### config.mk
export PLATFORM = sky130hd
export DESIGN_NAME = mdu_ctl
export DESIGN_NICKNAME = d
export VERILOG_FILES = /design/src/rtl/mdu_ctl.sv
export SDC_FILE = /design/constraint.sdc
export NUM_CORES = 1
export LEC_CHECK = 0
export CAP_MARGIN = 30
export CORE_MARGIN = 2
export CORE_UTILIZATION = 30
export DETAILED_ROUTE_END_ITERATION = 8
export HOLD_SLACK_MARGIN = 0.06
export SLEW_MARGIN = 10
export SYNTH_ARGS = -nofsm -noshare
export SYNTH_HDL_FRONTEND = slang
export SYNTH_SLANG_ARGS = --single-unit
### constraint.sdc
create_clock -name clk -period 9.82 [get_ports clk]
set_input_delay 1.964 -clock clk [delete_from_list [all_inputs] [get_ports clk]]
set_output_delay 1.964 -clock clk [all_outputs]
set_load 0.005 [all_outputs]
### src/rtl/mdu_ctl.sv
// EXE-stage multiply/divide sequencer: iterative shift-add multiply and restoring
// divide over WIDTH cycles, plus the architectural HI/LO registers.
module mdu_ctl #(
  parameter int WIDTH = 32
) (
  input  logic             clk,
  input  logic             rst,
  input  logic             start,
  input  logic [1:0]       op,
  input  logic [WIDTH-1:0] Reg1,
  input  logic [WIDTH-1:0] Reg2,
  input  logic             hi_rd,
  input  logic             lo_rd,
  input  logic             hi_we,
  input  logic             lo_we,
  input  logic [WIDTH-1:0] wdata,
  output logic [WIDTH-1:0] hi,
  output logic [WIDTH-1:0] lo,
  output logic             busy,
  output logic             done,
  output logic             stall
);

  localparam int CW = (WIDTH > 1) ? $clog2(WIDTH) : 1;

  typedef enum logic [1:0] {IDLE, CALC, FIX} state_t;

  state_t state, state_next;

  logic [CW-1:0]    count;
  logic [1:0]       op_q;
  logic [WIDTH-1:0] acc_hi, acc_lo, mcand, dvd_raw;
  logic             neg_res, neg_rem, div_zero;

  logic             signed_op, a_neg, b_neg, last_iter;
  logic [WIDTH-1:0] a_mag, b_mag;
  logic [WIDTH:0]   mul_sum, rem_sh;
  logic             rem_ge;
  logic [WIDTH-1:0] rem_diff;
  logic [2*WIDTH-1:0] prod, prod_fix;
  logic [WIDTH-1:0] quo_fix, rem_fix;

  // MULT (00) and DIV (10) are the signed ops; iterations run on magnitudes.
  assign signed_op = ~op[0];
  assign a_neg     = signed_op & Reg1[WIDTH-1];
  assign b_neg     = signed_op & Reg2[WIDTH-1];
  assign a_mag     = a_neg ? -Reg1 : Reg1;
  assign b_mag     = b_neg ? -Reg2 : Reg2;

  assign last_iter = (count == CW'(WIDTH - 1));

  assign mul_sum  = {1'b0, acc_hi} + (acc_lo[0] ? {1'b0, mcand} : '0);
  assign rem_sh   = {acc_hi, acc_lo[WIDTH-1]};
  assign rem_ge   = (rem_sh >= {1'b0, mcand});
  // When rem_ge holds the true difference is below mcand, so WIDTH bits suffice.
  assign rem_diff = rem_sh[WIDTH-1:0] - mcand;

  assign prod     = {acc_hi, acc_lo};
  assign prod_fix = neg_res ? -prod : prod;
  assign quo_fix  = neg_res ? -acc_lo : acc_lo;
  assign rem_fix  = neg_rem ? -acc_hi : acc_hi;

  assign busy  = (state != IDLE);
  assign stall = busy & (start | hi_rd | lo_rd | hi_we | lo_we);

  always_ff @(posedge clk) begin
    if (!rst) state <= IDLE;
    else      state <= state_next;
  end

  always_comb begin
    state_next = state;
    case (state)
      IDLE:    if (start) state_next = CALC;
      CALC:    if (last_iter) state_next = FIX;
      FIX:     state_next = IDLE;
      default: state_next = IDLE;
    endcase
  end

  always_ff @(posedge clk) begin
    if (!rst) begin
      count    <= '0;
      op_q     <= '0;
      acc_hi   <= '0;
      acc_lo   <= '0;
      mcand    <= '0;
      dvd_raw  <= '0;
      neg_res  <= 1'b0;
      neg_rem  <= 1'b0;
      div_zero <= 1'b0;
      hi       <= '0;
      lo       <= '0;
      done     <= 1'b0;
    end else begin
      done <= 1'b0;
      case (state)
        IDLE: begin
          if (start) begin
            op_q     <= op;
            count    <= '0;
            acc_hi   <= '0;
            acc_lo   <= op[1] ? a_mag : b_mag;
            mcand    <= op[1] ? b_mag : a_mag;
            dvd_raw  <= Reg1;
            neg_res  <= a_neg ^ b_neg;
            neg_rem  <= a_neg;
            div_zero <= (Reg2 == '0);
          end else begin
            if (hi_we) hi <= wdata;
            if (lo_we) lo <= wdata;
          end
        end
        CALC: begin
          count <= count + CW'(1);
          if (op_q[1]) begin
            acc_hi <= rem_ge ? rem_diff : rem_sh[WIDTH-1:0];
            acc_lo <= {acc_lo[WIDTH-2:0], rem_ge};
          end else begin
            {acc_hi, acc_lo} <= {mul_sum, acc_lo[WIDTH-1:1]};
          end
        end
        FIX: begin
          done <= 1'b1;
          if (op_q[1]) begin
            // Divide by zero bypasses sign correction: all-ones quotient, raw dividend.
            if (div_zero) begin
              lo <= '1;
              hi <= dvd_raw;
            end else begin
              lo <= quo_fix;
              hi <= rem_fix;
            end
          end else begin
            {hi, lo} <= prod_fix;
          end
        end
        default: ;
      endcase
    end
  end

endmodule
==> results of run 1 <==
-- report_power, final --
group	switching, uW	leakage, uW	internal [uW]
Sequential	74.7	0.00167	878
Clock	419	0.000452	644
Combinational	441	0.00505	292
Total	935	0.00718	1810
-- per-stage QoR --
stage          total power (uW)  instance area [sq um]  std cells  setup slack [ps]
2_1_floorplan              1410                  16600       2259              5590
3_3_place_gp               1680                  18700       2976              4580
3_5_place_dp               1690                  18700       2978              4590
4_1_cts                    2740                  19700       3025              4580
5_1_grt                    2850                  19700       3030              4520
6_report                   2750                  19700       3030              4590
-- cells by family after synthesis --
family                   synth area share
AO/OA/AOI/OAI                       0.293
AND/OR/NAND/NOR                     0.201
buffers and inverters              0.0584
flip-flops                          0.246
XOR/XNOR                            0.100
multiplexers                       0.0462
adder cells (fa/ha/maj)            0.0552
-- flip-flops by register name, summed over array words and instances, names as in the netlist --
name      cells
acc_hi       32
acc_lo       32
count         5
div_zero      1
done          1
dvd_raw      32
hi           32
lo           32
mcand        32
neg_rem       1
neg_res       1
op_q          1
state         2
-- area by class of cell --
cell class	count	area share
clock buffers	38	0.0388
clock inverters	9	0.00825
repair buffers	203	0.101
multi-input cells	1804	0.587
diodes	2	0.000254
inverters	66	0.0127
well taps	704	0.0447
flip-flops and latches	204	0.207
-- critical path: cells and delay by family --
family | cells | cell delay, ps
buffers and inverters | 2 | 1070
AO/OA/AOI/OAI | 1 | 150
AND/OR/NAND/NOR | 1 | 80
-- routing by layer --
metal / vias up / routed length (um) / track usage
met5: - / 0 / 0
met4: 0 / 3360 / 0.109
met3: 136 / 5100 / 0.0353
met2: 824 / 31700 / 0.380
met1: 8558 / 29200 / 0.307
li1: 8294 / - / -
-- how the worst max path moves through the flow --
stage | slack [ps] | end | from | depth (start not counted)
2_1_floorplan | 5590 | acc_lo[21]$_SDFFE_PN0P_ | Reg1[6] | 10
3_3_place_gp | 4580 | stall | start | 4
3_5_place_dp | 4590 | stall | start | 4
4_1_cts | 4580 | stall | start | 4
5_1_grt | 4520 | stall | start | 4
6_report | 4590 | stall | start | 4
-- Yosys cell counts, types with 42 or more instances --
master,n
nand2_1,284
a21oi_1,250
dfxtp_1,204
nor2_1,187
o21ai_0,154
clkbuf_1,151
xnor2_1,121
mux2i_1,71
ha_1,70
xor2_1,69
inv_1,66
o211ai_1,45
nand3_1,42
==> results by group, run 1 <==
Outcome
  • Status: finished, final reports clean

Clock tree
  • Buffer levels on the longest clock path: 3
  • Worst-path clk slew: ~60 ps
  • Postcts setup bufs: 0
  • Htree depth: 1
  • Clock Root Buffer: clkbuf_16
  • Clock Latency Late Sink: about 580 ps
  • CTS tree: done
  • # hold bufs at CTS: 0
  • Clock buffer count from CTS: 26
  • CTS Sinks: 204
  • Number of cells upsized or downsized after cts: 0

Worst setup path
  • Worst Path Max Fanout: 3
  • Reg2reg start: acc_lo[0]$_SDFFE_PN0P_
  • R2r endpoint: acc_hi[31]$_SDFFE_PN0P_
  • Crit-path cells: clkdlybuf4s50_1, nor3_1, a21oi_1, clkdlybuf4s50_1
  • WP data required: between 7000 and 8000 ps
  • WP data arrival: ~3300 ps
  • CP Class: in2out
  • Element type at the critical path end: primary output
  • Cell mode on critical path: clkdlybuf4s50_1
  • Register-to-Register Path Depth: 13
  • Critical Path Source Type: input pin
  • R2R Setup Slk: 5520 ps
  • Slowest CP cell: clkdlybuf4s50_1
  • Crit-path max cell delay: 550 ps

Floorplanning
  • Row count: 86
  • # IOs: ~170
  • Die Span Y: 239 um
  • Core area: 0.0549 sq mm
  • Initial Util: 0.302
  • Die area: approximately 0.057 sq mm
  • Die X-Extent: between 200 and 250 um

Finish
  • Most frequent cells in the layout: 283 x nand2_1, 250 x a21oi_1, 201 x dfxtp_1
  • Final Core Density: 0.359
  • Register area: 0.00409 sq mm
  • # nets final: roughly 2,500
  • FILL cells: ~5,700
  • Most common cell after layout, fill and taps aside: nand2_1
  • P&R area growth vs syn: 18.8%
  • Area of the multi-input gates: between 0.01 and 0.015 sq mm
  • Fraction of layout cells with a size suffix above 1: 0.0516

Worst hold path
  • Worst Hold Launch: lo[6]$_SDFFE_PN0P_
  • HP Class: reg2reg
  • Hold Path End: lo[6]$_SDFFE_PN0P_
  • Hold path depth: 2

Detailed routing
  • DRT iter0 DRCs: between 1,500 and 2,000
  • ANT nets after route: 0
  • Routed WL: between 60,000 and 70,000 um
  • Total number of vias: between 15,000 and 20,000
  • Mean routed wirelength per cell: ~23 um
  • DRC viols: 0
  • Vias per cell: ~6
  • DR pass1 iterations: 6

STA
  • Unrepaired setup endpoints after global routing: false
  • Period minus WS final: between 5000 and 6000 ps
  • Final Max Slew Viols: 0
  • Setup_tns: 0 ps
  • Fmax: around 190 MHz
  • Slew @ Worst Pin: 951 ps
  • Fin crit share: 0.532
  • Slew headroom: 0.364
  • Layout Skew: around 30 ps
  • Final Setup Violations: 0
  • Hold WS: between 400 and 500 ps
  • Final hold violation count: 0

Synth
  • Sequential share of the synthesized area: 0.246
  • Netlist Area Pre-Place: 0.0166 sq mm
  • Synthesized area per cell: 7.34 sq um
  • Synth area leader: dfxtp_1
  • Net Count, Synth: ~2,400
  • Yosys cell types: 76
  • Post-Syn Instances: approximately 2,300
  • Synth top area cells: dfxtp_1 25%, a21oi_1 7.5%, nand2_1 6.4%
  • Post-synth EDFFs: 0
  • Top_reg_cell synth: dfxtp_1
  • Synth top area share: 0.246
  • Flops & latches, synth: roughly 200
  • FFs w/ async S/R, synth: 0
  • Ys Warns: 0

Job
  • Max_cap viols: 0

Place
  • Gpl congestion: ~0.90
  • Dpl hpwl: 52,900 um
  • PortBufs: about 170

Power and ir drop
  • VDD IR-drop max: around 0.00013 V
  • Leak pwr: around 0.007 uW
  • Cell Pwr Density: about 140 mW/mm^2

Global route
  • Maximum number of pins on one net before global-route repair: 84
  • Initial antenna violation count: 1
  • GRT Util Overall: 0.235
  • First-pass GRT wire length: 103,000 um
  • Gr ovfl total: 0
  • Vias in the first global route: between 15,000 and 20,000
(Power assumes the default switching activity.)
==> run 2: changes to the inputs <==
clock period = 5.5 ns   (was 9.82 ns; I/O delays follow)
==> run 2 against run 1 <==
Worst setup slack worse by 3200 ps. Sequential power grew 78%. Cell count increased by 0.40%. Core utilization about the same. Wire length decreased by 1.9%. Critical path depth rose by 8. Clock power rose by 69%. Via count down 1.0%. Hold slack barely moved. Non-clock buffer count is 11 higher. Clock skew is 15 ps lower. Flip-flop and latch count is the same. Critical path type is now reg2reg.
==> results by group, run 2 (same netlist as run 1, synthesis figures left out) <==
Finish
  • # nets final: roughly 2,500
  • P&R area growth vs syn: 18.7%
  • Fraction of layout cells with a size suffix above 1: 0.0561
  • Most common cell after layout, fill and taps aside: nand2_1
  • Most frequent cells in the layout: 283 x nand2_1, 250 x a21oi_1, 201 x dfxtp_1

Detailed routing
  • Routed WL: just under 70,000 um
  • Total number of vias: 17,629
  • DR pass1 iterations: 6
  • DRT iter0 DRCs: 1,801
  • Vias per cell: about 5.8
  • Mean routed wirelength per cell: 22.4 um
  • DRC viols: 0
  • ANT nets after route: 0

Worst setup path
  • Worst path bufs/invs: 1
  • Worst Path Max Fanout: 15
  • Crit-path cells: inv_1, nor2_1, ha_1, o211ai_1, a21oi_1, o41a_1, a41oi_1, o21a_1, o31a_1, o21ai_1, a2111o_1, a32o_1
  • Slowest CP cell: inv_1
  • Element type at the critical path end: register
  • WP data arrival: approximately 4500 ps
  • CP Class: reg2reg
  • Critical Path Source Type: register
  • Crit-path max cell delay: around 560 ps
  • Worst path top cell family by delay: compound AO/OA/AOI/OAI gates
  • WP data required: 5960 ps

Clock tree
  • # hold bufs at CTS: 0
  • CTS Sinks: 204
  • Number of cells upsized or downsized after cts: 0
  • Clock Root Buffer: clkbuf_16
  • CTS tree: done
  • Htree depth: 1
  • Clock Latency Late Sink: ~570 ps
  • Buffer levels on the longest clock path: 3
  • Worst-path clk slew: roughly 60 ps
  • Postcts setup bufs: 0
  • Clock buffer count from CTS: 26

Place
  • Dpl hpwl: around 53,000 um
  • Gpl congestion: 0.944
  • PortBufs: between 150 and 200

Power and ir drop
  • VDD IR-drop max: between 0.0002 and 0.0003 V
  • Cell Pwr Density: 244 mW/mm^2
  • Leak pwr: ~0.007 uW

STA
  • Period minus WS final: around 4100 ps
  • Setup_tns: 0 ps
  • Slew @ Worst Pin: 1080 ps
  • Final Max Slew Viols: 0
  • Layout Skew: 15.5 ps
  • Final hold violation count: 0
  • Slew headroom: 0.261
  • Fmax: approximately 250 MHz
  • Final Setup Violations: 0
  • Hold WS: between 400 and 500 ps
  • Fin crit share: 0.737
  • Unrepaired setup endpoints after global routing: false

Floorplanning
  • Row count: 86
  • Die X-Extent: roughly 240 um
  • Die area: between 0.05 and 0.06 sq mm
  • # IOs: 172
  • Core area: about 0.055 sq mm
  • Initial Util: 0.302
  • Die Span Y: around 240 um

Job
  • Max_cap viols: 0

Worst hold path
  • HP Class: reg2reg

Global route
  • Gr ovfl total: 0
  • Vias in the first global route: roughly 16,000
  • First-pass GRT wire length: roughly 100,000 um
  • Initial antenna violation count: 3
  • Maximum number of pins on one net before global-route repair: just over 80
  • GRT Util Overall: 0.231

Outcome
  • Status: finished, final reports clean
[run 2: report_power, final]
group / leakage [uW] / switching (uW) / internal [uW]
logic: 0.00508 / 788 / 525
registers: 0.00167 / 131 / 1570
clock network: 0.000427 / 720 / 1070
total: 0.00717 / 1640 / 3160
[run 2: layout make-up]
cell class                 instances  area, sq um
fill                            5798        35200
clock buffer                      37          732
tap                              704          881
antenna                            2         5.00
clock inverter                    11          146
multi-input combinational       1804        11600
inverter                          66          250
sequential                       204         4090
timing repair buffer             214         2030
[run 2: worst min-delay path: stages (launching register included)]
cell and delay (ps):
dfxtp_1 300, nand2_1 50, a21oi_1 50
[run 2: path summary, 6_finish.rpt]
check / startpoint / cells past startpoint / end / slack [ps]
max: acc_lo[0]$_SDFFE_PN0P_ / 12 / acc_hi[31]$_SDFFE_PN0P_ / 1440
min: lo[15]$_SDFFE_PN0P_ / 2 / lo[15]$_SDFFE_PN0P_ / 450
max reg2reg: acc_lo[0]$_SDFFE_PN0P_ / 12 / acc_hi[31]$_SDFFE_PN0P_ / 1440
min reg2reg: lo[15]$_SDFFE_PN0P_ / 2 / lo[15]$_SDFFE_PN0P_ / 450
[run 2: per-layer routing]
| layer | vias to the layer above | share of wire | global-route usage |
|---|---|---|---|
| met3 | 146 | 0.076 | 0.0357 |
| met2 | 758 | 0.45 | 0.367 |
| met1 | 8424 | 0.42 | 0.300 |
| li1 | 8299 | - | - |
| met5 | - | 0.00019 | 0 |
| met4 | 2 | 0.058 | 0.124 |
[run 2: metrics by stage]
stage          cell area, sq um  setup slack, ps   util  std cells  total power [uW]
6_report                  19700             1440  0.359       3042              4800
4_1_cts                   19700             1540  0.359       3039              4800
2_1_floorplan             16600             2140      -       2259              2510
5_1_grt                   19700             1300  0.359       3042              5010
3_3_place_gp              18800             1220  0.343       2990              3000
3_5_place_dp              18800             1250  0.343       2991              3010
==> run 3: changes to the inputs <==
clock period = 4.1 ns   (was 5.5 ns; I/O delays follow)
==> run 3 against run 2 <==
Combinational power is 39% higher. Flip-flop and latch count stayed put. Clock-buffer cell count is 2 higher. Hold slack better by 1.1 ps. Fmax is 8.6% higher. Sequential share of layout area is 0.56 points lower. Critical path depth is 3 higher. Cell count is 2.0% higher. Worst setup slack worse by 1100 ps. Die area stayed put. Total power is 37% higher. Register-to-register slack worse by 1100 ps. Critical endpoint is now acc_hi[25]$_SDFFE_PN0P_. Largest power group unchanged. Highest routed layer unchanged.
==> results by group, run 3 (same netlist as run 1, synthesis figures left out) <==
STA
  • Slew headroom: 0.365
  • Slew @ Worst Pin: approximately 950 ps
  • Final hold violation count: 0
  • Unrepaired setup endpoints after global routing: false
  • Setup_tns: 0 ps
  • Fin crit share: 0.911
  • Period minus WS final: between 3000 and 4000 ps
  • Final Max Slew Viols: 0
  • Final Setup Violations: 0
  • Layout Skew: between 30 and 40 ps
  • Fmax: 268 MHz
  • Hold WS: 451 ps

Power and ir drop
  • Design Power: about 6600 uW
  • VDD IR-drop max: approximately 0.00035 V
  • Leak pwr: between 0.007 and 0.008 uW
  • Cell Pwr Density: 326 mW/mm^2

Global route
  • Met3 Track Usage GR: 0.0324
  • First-pass GRT wire length: ~110,000 um
  • GRT Util Overall: 0.241
  • Vias in the first global route: about 17,000
  • Gr ovfl total: 0
  • Maximum number of pins on one net before global-route repair: 83
  • Met1 Track Usage GR: 0.316
  • Initial antenna violation count: 1
  • GRT busiest layer: met2
  • GR Layer Usage met2: 0.382

Finish
  • Most common cell after layout, fill and taps aside: nand2_1
  • Most frequent cells in the layout: 283 x nand2_1, 250 x a21oi_1, 201 x dfxtp_1
  • Fraction of layout cells with a size suffix above 1: 0.0817
  • Ant diodes: 0
  • P&R area growth vs syn: 22.0%
  • FILL cells: ~5,800
  • # nets final: ~2,600
  • Register area: 0.00409 sq mm
  • Area of the multi-input gates: about 0.012 sq mm
  • Design Area, Final: around 0.020 sq mm

Floorplanning
  • Initial Util: 0.302
  • # IOs: between 150 and 200
  • Die X-Extent: 239 um
  • Die area: around 0.057 sq mm
  • Die Span Y: between 200 and 250 um
  • Core area: between 0.05 and 0.06 sq mm
  • Row count: 86

Clock tree
  • CTS tree: done
  • Postcts setup bufs: 0
  • Number of cells upsized or downsized after cts: 0
  • Clock Root Buffer: clkbuf_16
  • Buffer levels on the longest clock path: 3
  • Clock Latency Late Sink: 580 ps
  • # hold bufs at CTS: 0
  • CTS Sinks: a little over 200
  • Worst-path clk slew: 60 ps
  • Clock buffer count from CTS: 27
  • Htree depth: 1

Place
  • PortBufs: 171
  • Post-DP Area: between 0.015 and 0.02 sq mm
  • Dpl hpwl: ~55,000 um
  • Gpl congestion: ~0.94

Detailed routing
  • DR pass1 iterations: 5
  • Total number of vias: 18,076
  • ANT nets after route: 0
  • Vias per cell: 5.82
  • DRC viols: 0
  • DRT iter0 DRCs: roughly 1,800
  • Mean routed wirelength per cell: 22.9 um
  • Routed WL: between 70,000 and 80,000 um

Job
  • Max_cap viols: 0

Worst setup path
  • Worst Path Max Fanout: 4
  • Element type at the critical path end: register
  • CP Class: reg2reg
  • Crit-path cells: buf_4, and2_1, ha_1, inv_1, fa_1, nand2b_1, a21oi_1, o41a_1, a41oi_1, buf_4, o21a_1, o31ai_1, mux2_2, a311oi_1, a32o_1
  • Cell mode on critical path: buf_4
  • Crit-path max cell delay: between 300 and 400 ps
  • Slowest CP cell: mux2_2
  • WP data arrival: 4230 ps
  • Critical Path Source Type: register
  • WP data required: around 4600 ps

Outcome
  • Status: finished, final reports clean

Worst hold path
  • HP Class: reg2reg
-- run 3: cell count changes in the layout (fill, tap and decap cells not counted), sizes merged --
cell      delta
inv          +1
clkinvlp     -2
buf         +67
diode        -2
clkbuf       +2
clkinv       -4
-- run 3: final cells by class --
type | count | share of cell area
multi-input combinational | 1804 | 0.571
inverter | 66 | 0.0124
clock buffer | 39 | 0.0381
clock inverter | 6 | 0.00630
sequential | 204 | 0.202
tap | 704 | 0.0435
timing repair buffer | 281 | 0.126
-- run 3: path summary, 6_finish.rpt --
check / startpoint / to / slack, ps / cells past startpoint
setup / recovery: acc_lo[0]$_SDFFE_PN0P_ / acc_hi[25]$_SDFFE_PN0P_ / 360 / 15
hold / removal: lo[0]$_SDFFE_PN0P_ / lo[0]$_SDFFE_PN0P_ / 450 / 2
setup reg to reg: acc_lo[0]$_SDFFE_PN0P_ / acc_hi[25]$_SDFFE_PN0P_ / 360 / 15
hold reg to reg: lo[0]$_SDFFE_PN0P_ / lo[0]$_SDFFE_PN0P_ / 450 / 2
-- run 3: per-stage QoR --
stage                     cells  setup WS, ps  utilization
final                      3104           363        0.369
after global routing       3104           171        0.369
after CTS                  3102           403        0.368
after detailed placement   3057           231        0.352
after global placement     3057           250        0.352
after floorplan            2259           811            -
-- run 3: per-layer routing --
metal / vias up / share of wire
met2: 777 / 0.44
met1: 8699 / 0.43
met4: 2 / 0.060
met5: - / 0.00013
li1: 8427 / -
met3: 171 / 0.069
-- run 3: report_power, final --
part / total, uW / switching [uW] / internal, uW / leakage, uW
logic: 1820 / 1090 / 736 / 0.00542
registers: 2280 / 173 / 2100 / 0.00167
clock network: 2490 / 1000 / 1490 / 0.000437
-- run 3: critical path, delay by kind of cell, from the launching register on --
family          cells  cell delay (ps)
buf+inv             3              360
simple gates        2              300
fa+ha+maj           2              540
flops               1              360
mux                 1              390
compound gates      7             1700
